===== src/rtl/wrr_arb_tree.sv =====
// Weighted round-robin arbiter with packet awareness.
//
// Each input owns a programmable weight: the number of consecutive packets it
// may win before the turn passes on. Once a multi-beat packet has started, the
// arbiter stays on that input until the beat flagged last_i transfers. With
// LockIn set, a decision presented while the output is stalled is frozen
// until it transfers.
//
// Ports:
//   clk_i, rst_ni   clock (rising edge), asynchronous active-low reset
//   flush_i         synchronous clear of all arbiter state
//   weight_i        per-input weight, NumIn x WeightWidth packed; 0 disables
//   req_i, gnt_o    input-side valid / grant (grant is one-hot or zero)
//   data_i, last_i  input payload and end-of-packet flag
//   req_o, gnt_i    output-side valid / ready
//   data_o, last_o  selected payload and end-of-packet flag
//   idx_o           index of the selected input
module wrr_arb_tree #(
  parameter int unsigned NumIn       = 4,
  parameter int unsigned DataWidth   = 32,
  parameter type         DataType    = logic [DataWidth-1:0],
  parameter int unsigned WeightWidth = 4,
  parameter bit          LockIn      = 1'b1,
  parameter int unsigned IdxWidth    = $clog2(NumIn)
) (
  input  logic                         clk_i,
  input  logic                         rst_ni,
  input  logic                         flush_i,
  input  logic [NumIn*WeightWidth-1:0] weight_i,
  input  logic [NumIn-1:0]             req_i,
  output logic [NumIn-1:0]             gnt_o,
  input  DataType                      data_i [NumIn],
  input  logic [NumIn-1:0]             last_i,
  output logic                         req_o,
  input  logic                         gnt_i,
  output DataType                      data_o,
  output logic                         last_o,
  output logic [IdxWidth-1:0]          idx_o
);

  if (NumIn < 2) begin : g_bad_numin
    $fatal(1, "wrr_arb_tree: NumIn must be >= 2");
  end

  // Which rule produced the current selection, in priority order.
  typedef enum logic [1:0] {
    SelLock = 2'd0,  // frozen by an earlier stall
    SelPkt  = 2'd1,  // continuing a packet already in flight
    SelKeep = 2'd2,  // owner still has credit
    SelNext = 2'd3   // cyclic search after the owner
  } sel_mode_e;

  logic [IdxWidth-1:0]    owner_q, owner_d;
  logic [WeightWidth-1:0] credit_q, credit_d;
  logic                   pkt_q, pkt_d;
  logic                   lock_q, lock_d;
  logic [IdxWidth-1:0]    lidx_q, lidx_d;

  logic [WeightWidth-1:0] weight [NumIn];
  logic [NumIn-1:0]       elig;
  logic [IdxWidth-1:0]    search_idx;
  logic                   found;
  int unsigned            cand;
  logic [IdxWidth-1:0]    sel;
  sel_mode_e              mode;
  logic                   xfer;
  logic                   keep_turn;

  always_comb begin
    for (int unsigned i = 0; i < NumIn; i++) begin
      weight[i] = weight_i[i*WeightWidth +: WeightWidth];
      elig[i]   = req_i[i] & (weight_i[i*WeightWidth +: WeightWidth] != '0);
    end
  end

  // Cyclic search starting just after the owner; the owner itself is the
  // final candidate, so a lone eligible owner keeps winning without a bubble.
  always_comb begin
    found      = 1'b0;
    search_idx = owner_q;
    cand       = 0;
    for (int unsigned off = 1; off <= NumIn; off++) begin
      cand = 32'(owner_q) + off;
      if (cand >= NumIn) cand = cand - NumIn;
      if (!found && elig[IdxWidth'(cand)]) begin
        found      = 1'b1;
        search_idx = IdxWidth'(cand);
      end
    end
  end

  always_comb begin
    mode = SelNext;
    sel  = search_idx;
    if (lock_q) begin
      mode = SelLock;
      sel  = lidx_q;
    end else if (pkt_q) begin
      mode = SelPkt;
      sel  = owner_q;
    end else if (elig[owner_q] && (credit_q != '0)) begin
      mode = SelKeep;
      sel  = owner_q;
    end
  end

  always_comb begin
    req_o  = (mode == SelLock || mode == SelPkt) ? req_i[sel] : (|elig);
    gnt_o  = '0;
    idx_o  = '0;
    data_o = '0;
    last_o = 1'b0;
    if (req_o) begin
      gnt_o[sel] = gnt_i;
      idx_o      = sel;
      data_o     = data_i[sel];
      last_o     = last_i[sel];
    end
  end

  assign xfer = req_o & gnt_i;

  // A frozen decision at packet start was either a credit spend on the owner
  // or a hand-over; owner/credit cannot have moved while it was frozen, so
  // the original rule is recovered from the held index and remaining credit.
  assign keep_turn = (mode == SelKeep) ||
                     ((mode == SelLock) && (lidx_q == owner_q) && (credit_q != '0));

  always_comb begin
    owner_d  = owner_q;
    credit_d = credit_q;
    pkt_d    = pkt_q;
    lock_d   = LockIn & req_o & ~gnt_i;
    lidx_d   = sel;
    if (xfer) begin
      pkt_d = ~last_i[sel];
      if (!pkt_q) begin
        if (keep_turn) begin
          credit_d = credit_q - WeightWidth'(1);
        end else begin
          owner_d  = sel;
          credit_d = (weight[sel] == '0) ? '0 : weight[sel] - WeightWidth'(1);
        end
      end
    end
  end

  always_ff @(posedge clk_i or negedge rst_ni) begin
    if (!rst_ni) begin
      owner_q  <= IdxWidth'(NumIn - 1);
      credit_q <= '0;
      pkt_q    <= 1'b0;
      lock_q   <= 1'b0;
      lidx_q   <= '0;
    end else if (flush_i) begin
      owner_q  <= IdxWidth'(NumIn - 1);
      credit_q <= '0;
      pkt_q    <= 1'b0;
      lock_q   <= 1'b0;
      lidx_q   <= '0;
    end else begin
      owner_q  <= owner_d;
      credit_q <= credit_d;
      pkt_q    <= pkt_d;
      lock_q   <= lock_d;
      lidx_q   <= lidx_d;
    end
  end

  a_gnt_onehot: assert property (@(posedge clk_i) disable iff (!rst_ni)
    $onehot0(gnt_o));
  a_gnt_needs_ready: assert property (@(posedge clk_i) disable iff (!rst_ni)
    (|gnt_o) |-> gnt_i);
  a_gnt_matches_idx: assert property (@(posedge clk_i) disable iff (!rst_ni)
    (req_o && gnt_i) |-> gnt_o[idx_o]);

  if (LockIn) begin : g_lock_checks
    a_idx_stable: assert property (@(posedge clk_i) disable iff (!rst_ni)
      (req_o && !gnt_i && !flush_i) |=> (idx_o == $past(idx_o)));
    a_held_req: assert property (@(posedge clk_i) disable iff (!rst_ni)
      (lock_q && !flush_i) |-> req_i[lidx_q]);
  end

endmodule


===== config.mk =====
export PLATFORM = sky130hd
export DESIGN_NAME = wrr_arb_tree
export DESIGN_NICKNAME = d
export VERILOG_FILES = /design/src/rtl/wrr_arb_tree.sv
export SDC_FILE = /design/constraint.sdc
export NUM_CORES = 1
export LEC_CHECK = 0
export BUFFER_PORTS_ARGS = -buffer_cell sky130_fd_sc_hd__buf_2
export CORE_UTILIZATION = 43
export CTS_CLUSTER_DIAMETER = 150
export CTS_CLUSTER_SIZE = 8
export DETAILED_ROUTE_END_ITERATION = 12
export PLACE_DENSITY = 0.95
export SYNTH_ARGS = -nofsm -noshare
export SYNTH_HDL_FRONTEND = slang
export SYNTH_SLANG_ARGS = --single-unit

===== constraint.sdc =====
create_clock -name clk_i -period 7.7 [get_ports clk_i]
set_input_delay 1.54 -clock clk_i [delete_from_list [all_inputs] [get_ports clk_i]]
set_output_delay 1.54 -clock clk_i [all_outputs]
set_load 0.01 [all_outputs]

* Yosys cells after proc, flatten, opt, wreduce, memory -nomap -nowiden
Cells that the tools add are included.
Storage, ports and cells: register bits 10, latch bits 0, bits in writable memories 0, bits in read-only memories 0, input bits 156, output and inout port bits 40, logic and storage cells 122, memories kept 0
Cells by class: add/subtract/negate cells 10, multiply operators 0, divide/modulo/power cells 0, $lt $le $gt $ge 12, equal/unequal tests 5, shift operators 0, muxes and demuxes 57, bitwise operators 10, reduce and logical (&&, ||, !) cells 23
Operators with widths (number):
- $mux W32 | 3
- $bmux W32 S2 | 1
- $mux W2 | 19
- $mux W4 | 8
- $reduce_bool A4 Y1 | 5
- $lt A2 B3 Y1 const B | 6
- $mux W1 | 17
- $bmux W1 S2 | 7
- $ge A3 B3 Y1 const B | 4
- $bmux W4 S2 | 1
- $sub A2 B1 Y2 const B | 4
- $sub A4 B1 Y4 const B | 2
- $logic_and A1 B1 Y1 | 7
- $add A2 B2 Y3 const B | 2
- $and A1 B1 Y1 | 6
- $add A2 B3 Y4 const B | 1
- $and A4 B4 Y4 | 1
- $ge A4 B3 Y1 const B | 1
- $logic_not A4 Y1 | 1
- $ne A2 B2 Y1 const B | 2
- $reduce_or A4 Y1 | 1
- $add A2 B1 Y3 const B | 1
- $logic_not A1 Y1 | 3
- $not A2 Y3 | 1
- other kinds (11) | 13

* Depth between registers and ports, before layout
Gate-level depths: netlist (run 1).
word-level depth 28, gate-level depth with buffers 13, gate-level depth less buffers 11

* Worst setup path after synthesis (run 1)
OpenSTA, ideal clock, no wires.
kind input -> output, from input port weight_i[4], to output port data_o[0] (netlist bit), arrival 4.209 ns, required time 6.160 ns, slack 1.951 ns, stages on the path 11, path buffers 4, cell sequence o41a_1 mux4_2 nand2_2 a311o_1 o311a_1 buf_2 buf_4 buf_2 buf_1 a211oi_1 a211oi_1
RTL lines:
- from (decl) | RTL line 29 | input logic [NumIn*WeightWidth-1:0] weight_i,
- to (decl) | RTL line 36 | output DataType data_o,

==> results of run 1 <==
==> registers in the layout, summed over array words and instances, names as in the netlist <==
name	cells
credit_q	4
lidx_q	2
lock_q	1
owner_q	2
pkt_q	1
==> worst max-delay path, delay by kind of cell <==
| family | cells | cell delay (ns) |
|---|---|---|
| AOI/OAI and AO/OA | 5 | 1.80 |
| and+or+nand+nor | 2 | 0.21 |
| muxes | 1 | 0.50 |
| buffers and inverters | 3 | 0.75 |
==> per-layer routing <==
layer	vias up	global-route usage, %	wire length, um
li1	1547	-	-
met1	1460	32.4	3380
met2	179	54.8	4520
met3	36	3.13	495
met4	0	13.3	343
met5	-	0	0
==> synth_stat cells, types with 2 or more instances <==
master / count / area [um^2]
a211oi_1: 68 / 510
a21o_1: 2 / 15.0
a21oi_1: 9 / 45.0
and2_1: 4 / 25.0
buf_1: 2 / 7.51
buf_2: 3 / 15.0
buf_4: 4 / 30.0
clkbuf_1: 18 / 67.6
dfrtp_1: 8 / 200
dfstp_2: 2 / 52.6
ha_1: 2 / 25.0
inv_1: 5 / 18.8
mux2_2: 2 / 22.5
mux2i_1: 50 / 500
nand2_1: 9 / 33.8
nand2b_1: 2 / 12.5
nand3_1: 7 / 35.0
nand3b_1: 2 / 15.0
nand4_1: 6 / 37.5
nor2_1: 13 / 48.8
nor2b_1: 33 / 206
nor3_1: 5 / 25.0
nor3b_1: 2 / 15.0
nor4_1: 2 / 12.5
o211ai_1: 3 / 22.5
o21ai_0: 2 / 10.0
o22ai_1: 2 / 12.5
o41a_1: 4 / 45.0
o41ai_1: 4 / 35.0
xnor2_1: 2 / 17.5
==> worst paths after layout <==
| path | to | slack (ns) | depth (start not counted) |
|---|---|---|---|
| worst min-delay path | credit_q[3] | 0.58 | 2 |
| worst min register to register | credit_q[3] | 0.58 | 2 |
| worst max-delay path | data_o[13] | 1.32 | 11 |
| min in group asynchronous | credit_q[3] | 1.15 | 1 |
| max in group asynchronous | owner_q[0] | 6.29 | 1 |
| worst max register to register | credit_q[2] | 3.64 | 10 |
==> cells in the final DEF, fill, tap and decap left out, types with 2 or more instances in the layout <==
cell type  instances
nand3b_1           2
o41a_1             4
and2_1             4
ha_1               2
a211oi_1          68
nor4_1             2
xnor2_1            2
clkbuf_8           3
nor3_1             5
dfstp_2            2
buf_4              4
mux2i_1           49
dfrtp_1            8
a21o_1             2
nand2b_1           2
o21ai_0            2
a21oi_1            9
nor3b_1            2
inv_1              5
o22ai_1            2
nor2b_1           33
nand3_1            7
mux2_2             2
nand2_1            9
nand4_1            6
nor2_1            13
buf_2            195
o211ai_1           3
o41ai_1            4
==> where the power goes <==
part / switching (mW) / internal [mW] / total [mW]
Clock: 0.0183 / 0.0360 / 0.0543
Combinational: 0.842 / 0.595 / 1.44
Sequential: 0.0292 / 0.0716 / 0.101
Total: 0.889 / 0.703 / 1.59
==> cell families (layout without fill, tap and decap cells) <==
group	count (synthesis)	count (layout)	share of synthesized area (%)
multiplexers	54	54	23.9
XOR/XNOR	2	2	0.746
buffers and inverters	34	209	6.55
AND/OR/NAND/NOR	93	93	22.7
adder cells (fa/ha/maj)	2	2	1.06
AO/OA/AOI/OAI	106	106	34.3
flip-flops	10	10	10.8
==> per-stage QoR <==
step	instance area, um^2	utilization, %	cells	setup slack [ns]
2_1_floorplan	2350	-	301	1.95
3_3_place_gp	3340	64.5	542	1.45
6_report	3380	65.4	546	1.32
5_1_grt	3380	65.4	546	1.06
3_5_place_dp	3340	64.5	542	1.33
4_1_cts	3380	65.4	546	1.33
==> layout make-up <==
class | instances | area share, %
sequential | 10 | 7.48
timing repair buffer | 199 | 29.8
multi-input combinational | 257 | 58.2
inverter | 6 | 0.666
clock buffer | 4 | 1.33
tap | 70 | 2.59
==> impl_results.md, run 1 <==
- Drt first pass iters: 4
- WS Path Type: input port to output port
- Ys async rst share: 100%
- I/O pin count: 196
- CTS Buf Count: 3
- CTS resizes: 0
- Setup TNS: 0 ns
- Tcrit/Tclk final: 82.9%
- Mapped Nets: 459
- Register area share after synthesis: 10.8%
- Skew final: 0.00651 ns
- Cells after synthesis: 301
- R2R Path Start: owner_q[0]
- Maximum vdd ir drop: 0.279 mV
- IO buf count: 195
- Final hold violations: 0
- Dominant synthesized flop cell: dfrtp_1
- Syn Area/Cell: 7.81 um^2
- Post-CTS Hold Buffers: 0
- Sequential cell area: 253 um^2
- Count of final setup violators: 0
- Area of the die: 5760 um^2
- Tmin final: 6.38 ns
- Reg clk slew, reported paths: 0.05 ns
- Worst-skew pair later-pin latency: 0.23 ns
- Post-CTS Setup Bufs: 0
- Yosys cell types: 54
- Cell Pwr Density: 471 nW/um^2
- Max Slew Vio Count: 0
- Slew margin rel.: 41.3%
- Clock root buffer: clkbuf_8
- Sink Count: 10
- Post-synth EDFFs: 0
- Crit-path max cell delay: 0.80 ns
- F_max: 157 MHz
- RSZ-0062 raised after global routing: false
- RePlAce Congestion: 0.952
- Pleak: 1.68 nW
- Hold Crit Class: flip-flop to flip-flop
- Filler cell count in the final layout: 442
- Yosys reg bits: 10
- CTS tree: done
- First-pass GRT wire length: 13800 um
- GR Util All Layers: 29.0%
- DR iter-0 viols: 182
- Worst hold slack: 0.584 ns
- CP max-delay cell: o311a_4
- ANT nets after route: 0
- Antenna violations before repair: 0
- Core Area: 5170 um^2
- CP Cell Sequence: buf_2 > o41a_1 > mux4_2 > nand2_2 > a311o_1 > o311a_4 > buf_4 > nor2b_1 > a211oi_1 > a211oi_1 > buf_2
- H-tree depth: 1
- Mapped Area: 2350 um^2
- Crit path capture type: output port
- Multi-input logic area: 1970 um^2
- Gr ovfl total: 0
- Drt total wl: 8730 um
- CTS Buffer Depth: 2
- Die H: 75.9 um
- Mean number of vias per cell: 5.90
- Max capacitance violation total: 0
- Area growth syn-to-layout: 43.9%
- YS warnings: 0
- Starting Density: 45.4%
- Worst Max-Slew Pin Slew: 0.881 ns
- Die X: 75.9 um
- Routed length per placed instance: 16.0 um
- Critical Path RT: 6.16 ns
- # DRC: 0
- Crit path arrival time: 4.84 ns
- Element type at the critical path start: input port
- DP HPWL: 7050 um
- Rows: 26
- Total power: 1.59 mW
- Final nets: 635
- Antenna cells: 0
- Status: completed
- Hold Startpoint: credit_q[3]
- Setup crit start: weight_i[8]
- Largest net degree at the start of global routing: 81
- Share of layout cells above drive strength 1: 45.2%
- Vias: 3222
- Vias in the first global route: 3020
- Worst-path fanout max: 76
No activity file was read; power rests on OpenSTA's default activity.
==> run 2, diff against run 1 <==
--- a/config.mk
+++ b/config.mk
@@ -6,11 +6,11 @@
 export NUM_CORES = 1
 export LEC_CHECK = 0
 export BUFFER_PORTS_ARGS = -buffer_cell sky130_fd_sc_hd__buf_2
-export CORE_UTILIZATION = 43
+export CORE_UTILIZATION = 36
 export CTS_CLUSTER_DIAMETER = 150
 export CTS_CLUSTER_SIZE = 8
 export DETAILED_ROUTE_END_ITERATION = 12
-export PLACE_DENSITY = 0.95
+export PLACE_DENSITY = 0.86
 export SYNTH_ARGS = -nofsm -noshare
 export SYNTH_HDL_FRONTEND = slang
 export SYNTH_SLANG_ARGS = --single-unit
==> constraint.sdc (replaced) <==
create_clock -name clk_i -period 5.2 [get_ports clk_i]
set_input_delay 1.04 -clock clk_i [delete_from_list [all_inputs] [get_ports clk_i]]
set_output_delay 1.04 -clock clk_i [all_outputs]
set_load 0.01 [all_outputs]
==> run 2 against run 1 <==
  * Core utilization down 10 points
  * Clock power up 53%
  * Critical path depth unchanged
  * Register-to-register slack worse by 2.2 ns
  * Setup slack worse by 1.1 ns
  * Sequential share of layout area down 0.20 points
  * Die area up 19%
  * Via count down 3.1%
  * Worst hold slack better by 0.0027 ns
  * Critical endpoint is now data_o[31]
  * First-iteration DRC count down 32%
==> impl_results.md, run 2 (synthesis gave the netlist of run 1 again) <==
- Count of final setup violators: 0 (unchanged)
- Crit path arrival time: 3.97 ns (-0.87 ns)
- Worst-path fanout max: 44 (-42%)
- Worst Max-Slew Pin Slew: 0.876 ns (-0.00511 ns)
- Starting Density: 37.2% (-8.2 points)
- CP max-delay cell: mux4_2
- Slew margin rel.: 41.3% (about the same)
- Reg clk slew, reported paths: 0.05 ns (about the same)
- Tmin final: 5.01 ns
- Multi-input logic area: 1970 um^2 (unchanged)
- Sink Count: 10 (unchanged)
- CTS Buffer Depth: 2 (unchanged)
- Maximum vdd ir drop: 0.312 mV (+12%)
- Finished Cell Area: 3470 um^2 (+2.7%)
- CP Cell Sequence: buf_2 > o41a_1 > mux4_2 > nand2_2 > nand4_1 > o211ai_1 > buf_4 > a211oi_1 > a211oi_1 > buf_4 > buf_2
- Hold Crit Class: flip-flop to flip-flop
- Final nets: 641 (+0.94%)
- Status: completed
- Filler cell count in the final layout: 615 (+39%)
- Biggest register: credit_q
- Post-CTS Setup Bufs: 0 (unchanged)
- Pleak: 1.72 nW (+2.5%)
- H-tree depth: 1 (unchanged)
- Post-CTS Hold Buffers: 0 (unchanged)
- Core Area: 6310 um^2 (+22%)
- Worst-skew pair later-pin latency: 0.24 ns (about the same)
- Routed length per placed instance: 15.3 um (-4.6%)
- CTS resizes: 0 (unchanged)
- I/O pin count: 196 (unchanged)
- Max capacitance violation total: 0 (unchanged)
- CTS tree: done
- Crit-path max cell delay: 0.51 ns (-0.29 ns)
- Cell Pwr Density: 710 nW/um^2 (+51%)
- CTS Buf Count: 3 (unchanged)
- Antenna violations before repair: 0 (unchanged)
- R2R Path Start: owner_q[0]
- Sequential cell area: 253 um^2 (unchanged)
- IO buf count: 195 (unchanged)
- Tcrit/Tclk final: 96.4%
- Share of layout cells above drive strength 1: 45.9% (+0.68 points)
- Area growth syn-to-layout: 47.8%
- Hold Startpoint: credit_q[3]
- Rows: 29 (+12%)
- Vias: 3121 (-3.1%)
- Critical Path RT: 4.16 ns (-2.00 ns)
- Crit path capture type: output port
- Placed Cells: 555 (+2.4%)
- WS Path Type: input port to output port
- Antenna cells: 0 (unchanged)
- Gr ovfl total: 0 (unchanged)
- Max Slew Vio Count: 0 (unchanged)
- Die X: 82.8 um (+9.0%)
- Top flop regs: credit_q x4, lidx_q x2, owner_q x2
- Setup TNS: 0 ns (unchanged)
- Most common cell after layout, fill and taps aside: buf_2
- Drt total wl: 8530 um (-2.3%)
- Drt first pass iters: 4 (unchanged)
- DP HPWL: 7090 um (+0.64%)
- Max reg flops: 4 (unchanged)
- F_max: 200 MHz
- Most frequent cells in the layout: buf_2, a211oi_1, mux2i_1
- Die H: 82.8 um (+9.0%)
- Final hold violations: 0 (unchanged)
- Skew final: 0.00305 ns (-0.00346 ns)
- Clock root buffer: clkbuf_8
- Largest net degree at the start of global routing: 45 (-44%)
- Area of the die: 6850 um^2 (+19%)
- ANT nets after route: 0 (unchanged)
- Mean number of vias per cell: 5.58 (-5.4%)
- Final cell count without fillers: 559 (+2.4%)
- Element type at the critical path start: input port
- Buf+Inv Stages, Crit Path: 4 (+1)
- GR Util All Layers: 22.1% (-7.0 points)
- Cell family with most CP delay: compound AO/OA/AOI/OAI gates
- Vias in the first global route: 2631 (-13%)
- RePlAce Congestion: 0.936 (-1.7%)
- Dpl cell area: 3430 um^2 (+2.7%)
- # DRC: 0 (unchanged)
- First-pass GRT wire length: 11600 um (-16%)
- RSZ-0062 raised after global routing: false
- DR iter-0 viols: 124 (-32%)
- Setup crit start: weight_i[4]
==> run 2: cell count changes in the layout (fill, tap and decap cells not counted) <==
cell / previous run / this run
buf_12: 0 / 3
buf_4: 4 / 7
==> run 2: path summary, 6_finish.rpt <==
kind                                     to  slack, ns  cells past startpoint
worst max-delay path             data_o[31]       0.19                     11
worst min-delay path            credit_q[3]       0.59                      2
worst max register to register  credit_q[2]       1.41                     10
worst min register to register  credit_q[3]       0.59                      2
max in group asynchronous        owner_q[0]       4.30                      1
min in group asynchronous       credit_q[2]       0.65                      1
==> run 2: final cells by class <==
| cell class | count | area share (%) |
|---|---|---|
| multi-input combinational | 257 | 56.6 |
| tap | 77 | 2.77 |
| timing repair buffer | 205 | 31.4 |
| inverter | 6 | 0.649 |
| sequential | 10 | 7.28 |
| clock buffer | 4 | 1.30 |
==> run 2: worst reg2reg max path: stages, from the launching register on <==
cell	delay (ns)
dfstp_2	0.62
inv_1	0.20
nand4_1	0.14
nand4_1	0.13
or4_1	0.50
o211ai_1	0.41
buf_4	0.43
mux2_4	0.39
or4b_4	0.50
a31o_1	0.24
a41oi_2	0.15
==> run 2: where the power goes <==
group | switching, mW | internal [mW] | total [mW]
Sequential | 0.0422 | 0.106 | 0.148
Clock | 0.0295 | 0.0536 | 0.0831
Combinational | 1.27 | 0.961 | 2.23
==> run 2: per-layer routing <==
metal | wire length [um] | track usage, % | part of all wire [%] | vias up
li1 | - | - | - | 1550
met1 | 3310 | 25.3 | 39 | 1407
met2 | 4370 | 38.9 | 51 | 140
met3 | 562 | 4.04 | 6.6 | 24
met4 | 280 | 11.4 | 3.3 | 0
met5 | 0 | 0 | 0 | -
==> run 2: metrics by stage <==
step | setup WS [ns] | hold slack (ns) | utilization (%) | power, mW
6_report | 0.189 | 0.587 | 55.0 | 2.46
5_1_grt | 0.0347 | 0.617 | 55.0 | 2.68
4_1_cts | 0.186 | 0.580 | 55.0 | 2.48
3_5_place_dp | 0.238 | 0.570 | 54.3 | 2.39
3_3_place_gp | 0.283 | 0.556 | 54.3 | 2.33
2_1_floorplan | 0.451 | 0.527 | - | 1.65
==> run 3, diff against run 2 <==
--- a/config.mk
+++ b/config.mk
@@ -5,7 +5,7 @@
 export SDC_FILE = /design/constraint.sdc
 export NUM_CORES = 1
 export LEC_CHECK = 0
-export BUFFER_PORTS_ARGS = -buffer_cell sky130_fd_sc_hd__buf_2
+export BUFFER_PORTS_ARGS = -buffer_cell sky130_fd_sc_hd__clkbuf_2
 export CORE_UTILIZATION = 36
 export CTS_CLUSTER_DIAMETER = 150
 export CTS_CLUSTER_SIZE = 8
==> run 3 against run 2 <==
  * Combinational power about the same
  * Via count increased by 1.1%
  * First-iteration DRC count fell by 8.9%
  * Register-to-register slack barely moved
  * Critical path type unchanged
  * Largest cell class unchanged
==> impl_results.md, run 3 (synthesis gave the netlist of run 1 again) <==
- Area growth syn-to-layout: 47.3%
- Finished Cell Area: 3460 um^2 (-0.29%)
- Buf+Inv Stages, Crit Path: 4 (unchanged)
- Die X: 82.8 um (unchanged)
- Starting Density: 37.2% (unchanged)
- Skew final: 0.000451 ns (-0.00260 ns)
- Pre-CTS setup slack: 0.245 ns (+0.00672 ns)
- Top flop regs: credit_q x4, lidx_q x2, owner_q x2
- Sequential cell area: 253 um^2 (unchanged)
- R2R Setup Slk: 1.41 ns (about the same)
- F_max: 200 MHz (+0.35%)
- RSZ-0062 raised after global routing: true
- Final cell count without fillers: 558 (-0.18%)
- Cell family with most CP delay: compound AO/OA/AOI/OAI gates
- Status: completed
- H-tree depth: 1 (unchanged)
- Slew margin rel.: 43.9% (+2.7 points)
- Final hold violations: 0 (unchanged)
- RR Endpoint: credit_q[2]
- Max reg flops: 4 (unchanged)
- CTS Buffer Depth: 2 (unchanged)
- Sink Count: 10 (unchanged)
- IO buf count: 195 (unchanged)
- Drt total wl: 8560 um (+0.36%)
- Share of layout cells above drive strength 1: 45.9% (+0.095 points)
- Count of final setup violators: 0 (unchanged)
- Multi-input logic area: 1970 um^2 (unchanged)
- Worst-case reg-to-reg path depth: 10 (unchanged)
- Final nets: 640 (-0.16%)
- CP max-delay cell: o41a_1
- Mean number of vias per cell: 5.66 (+1.3%)
- Cell Pwr Density: 714 nW/um^2 (+0.55%)
- Final worst slack: 0.206 ns (+0.0173 ns)
- Hold Crit Class: flip-flop to flip-flop
- Antenna cells: 0 (unchanged)
- Tcrit/Tclk final: 96.0% (-0.33 points)
- # DRC: 0 (unchanged)
- Worst Max-Slew Pin Slew: 0.836 ns (-0.0396 ns)
- Gr ovfl total: 0 (unchanged)
- First-pass GRT wire length: 12000 um (+3.6%)
- Vias in the first global route: 2714 (+3.2%)
- CP Cell Sequence: clkbuf_2 > o41a_1 > mux4_2 > nand2_2 > nand4_1 > o211ai_1 > buf_4 > buf_4 > a211oi_1 > a211oi_1 > clkbuf_2
- Die H: 82.8 um (unchanged)
- Most common cell after layout, fill and taps aside: clkbuf_2
- Worst-skew pair later-pin latency: 0.24 ns (about the same)
- Most frequent cells in the layout: clkbuf_2, a211oi_1, mux2i_1
- WS Path Type: input port to output port
- Crit-path max cell delay: 0.50 ns (about the same)
- Placed Cells: 554 (-0.18%)
- Element type at the critical path start: input port
- Largest net degree at the start of global routing: 41 (-8.9%)
- Worst setup path end: data_o[13]
- R2R Path Start: owner_q[0]
- CTS Buf Count: 3 (unchanged)
- Crit path capture type: output port
- CTS tree: done
- Drt first pass iters: 4 (unchanged)
- Biggest register: credit_q
- Dpl cell area: 3410 um^2 (-0.58%)
- Max capacitance violation total: 0 (unchanged)
- Stages on worst setup path: 11 (unchanged)
- Routed length per placed instance: 15.3 um (+0.54%)
- GR Util All Layers: 22.6% (+0.54 points)
- ANT nets after route: 0 (unchanged)
- Reg clk slew, reported paths: 0.05 ns (about the same)
- RePlAce Congestion: 0.935 (-0.14%)
- Setup crit start: weight_i[4]
- Vias: 3156 (+1.1%)
- CTS resizes: 0 (unchanged)
- Core Area: 6310 um^2 (unchanged)
- Pleak: 1.75 nW (+1.7%)
- Filler cell count in the final layout: 603 (-2.0%)
- Antenna violations before repair: 0 (unchanged)
- Max Slew Vio Count: 0 (unchanged)
- Clock root buffer: clkbuf_8
- Rows: 29 (unchanged)
- DP HPWL: 7220 um (+1.8%)
- Area of the die: 6850 um^2 (unchanged)
- Crit path arrival time: 3.95 ns (-0.02 ns)
- I/O pin count: 196 (unchanged)
- Critical Path RT: 4.16 ns (about the same)
- Tmin final: 4.99 ns (-0.0173 ns)
- Maximum vdd ir drop: 0.449 mV (+44%)
- DR iter-0 viols: 113 (-8.9%)
- Worst-path fanout max: 23 (-48%)
[run 3: changes by cell type in the layout (fill, tap and decap cells not counted)]
cell,before,now
buf_12,3,2
buf_2,195,0
clkbuf_1,1,0
clkbuf_2,0,195
clkbuf_8,3,4
[run 3: worst min path at each step]
stage                     cells after the start        start           to
after CTS                                     2  credit_q[3]  credit_q[3]
after detailed placement                      2  credit_q[3]  credit_q[3]
final                                         2  credit_q[3]  credit_q[3]
after global placement                        2  credit_q[3]  credit_q[3]
after floorplan                               2  credit_q[3]  credit_q[3]
after global routing                          2  credit_q[3]  credit_q[3]
[run 3: area by class of cell]
| cell class | instances | share of cell area [%] |
|---|---|---|
| sequential | 10 | 7.30 |
| clock buffer | 4 | 1.59 |
| tap | 77 | 2.78 |
| timing repair buffer | 204 | 30.9 |
| multi-input combinational | 257 | 56.8 |
| inverter | 6 | 0.651 |
[run 3: power by group]
| part | switching (mW) | leakage [nW] | internal (mW) |
|---|---|---|---|
| Clock | 0.0302 | 0.0288 | 0.0665 |
| Sequential | 0.0421 | 0.127 | 0.106 |
| Combinational | 1.29 | 1.60 | 0.937 |
| Total | 1.36 | 1.75 | 1.11 |
[run 3: layer usage]
layer	wire length [um]	vias up	part of all wire, %	track usage, %
li1	-	1547	-	-
met1	3350	1460	39	26.8
met2	4540	137	53	42.1
met3	516	12	6.0	2.51
met4	158	0	1.8	7.07
met5	0	-	0	0
[run 3: stage by stage]
step                setup TNS, ns  total power [mW]  utilization, %  hold WS (ns)
detailed placement              0              2.38            54.0         0.575
finish                          0              2.47            54.8         0.600
global route             -0.00547              2.69            54.8         0.627
global placement                0              2.32            54.0         0.564
CTS                             0              2.48            54.8         0.583
floorplan                       0              1.65               -         0.527
[run 3: worst min-delay path: stages (launching register included)]
cell and delay, ns:
dfrtp_1 0.39, o21ai_0 0.08, a31oi_1 0.08
[run 3: timing repair]
item | in CTS | in global routing
hold buffers | 0 | 0
buffers inserted | 0 | 0
setup endpoints to repair | 0 | 2
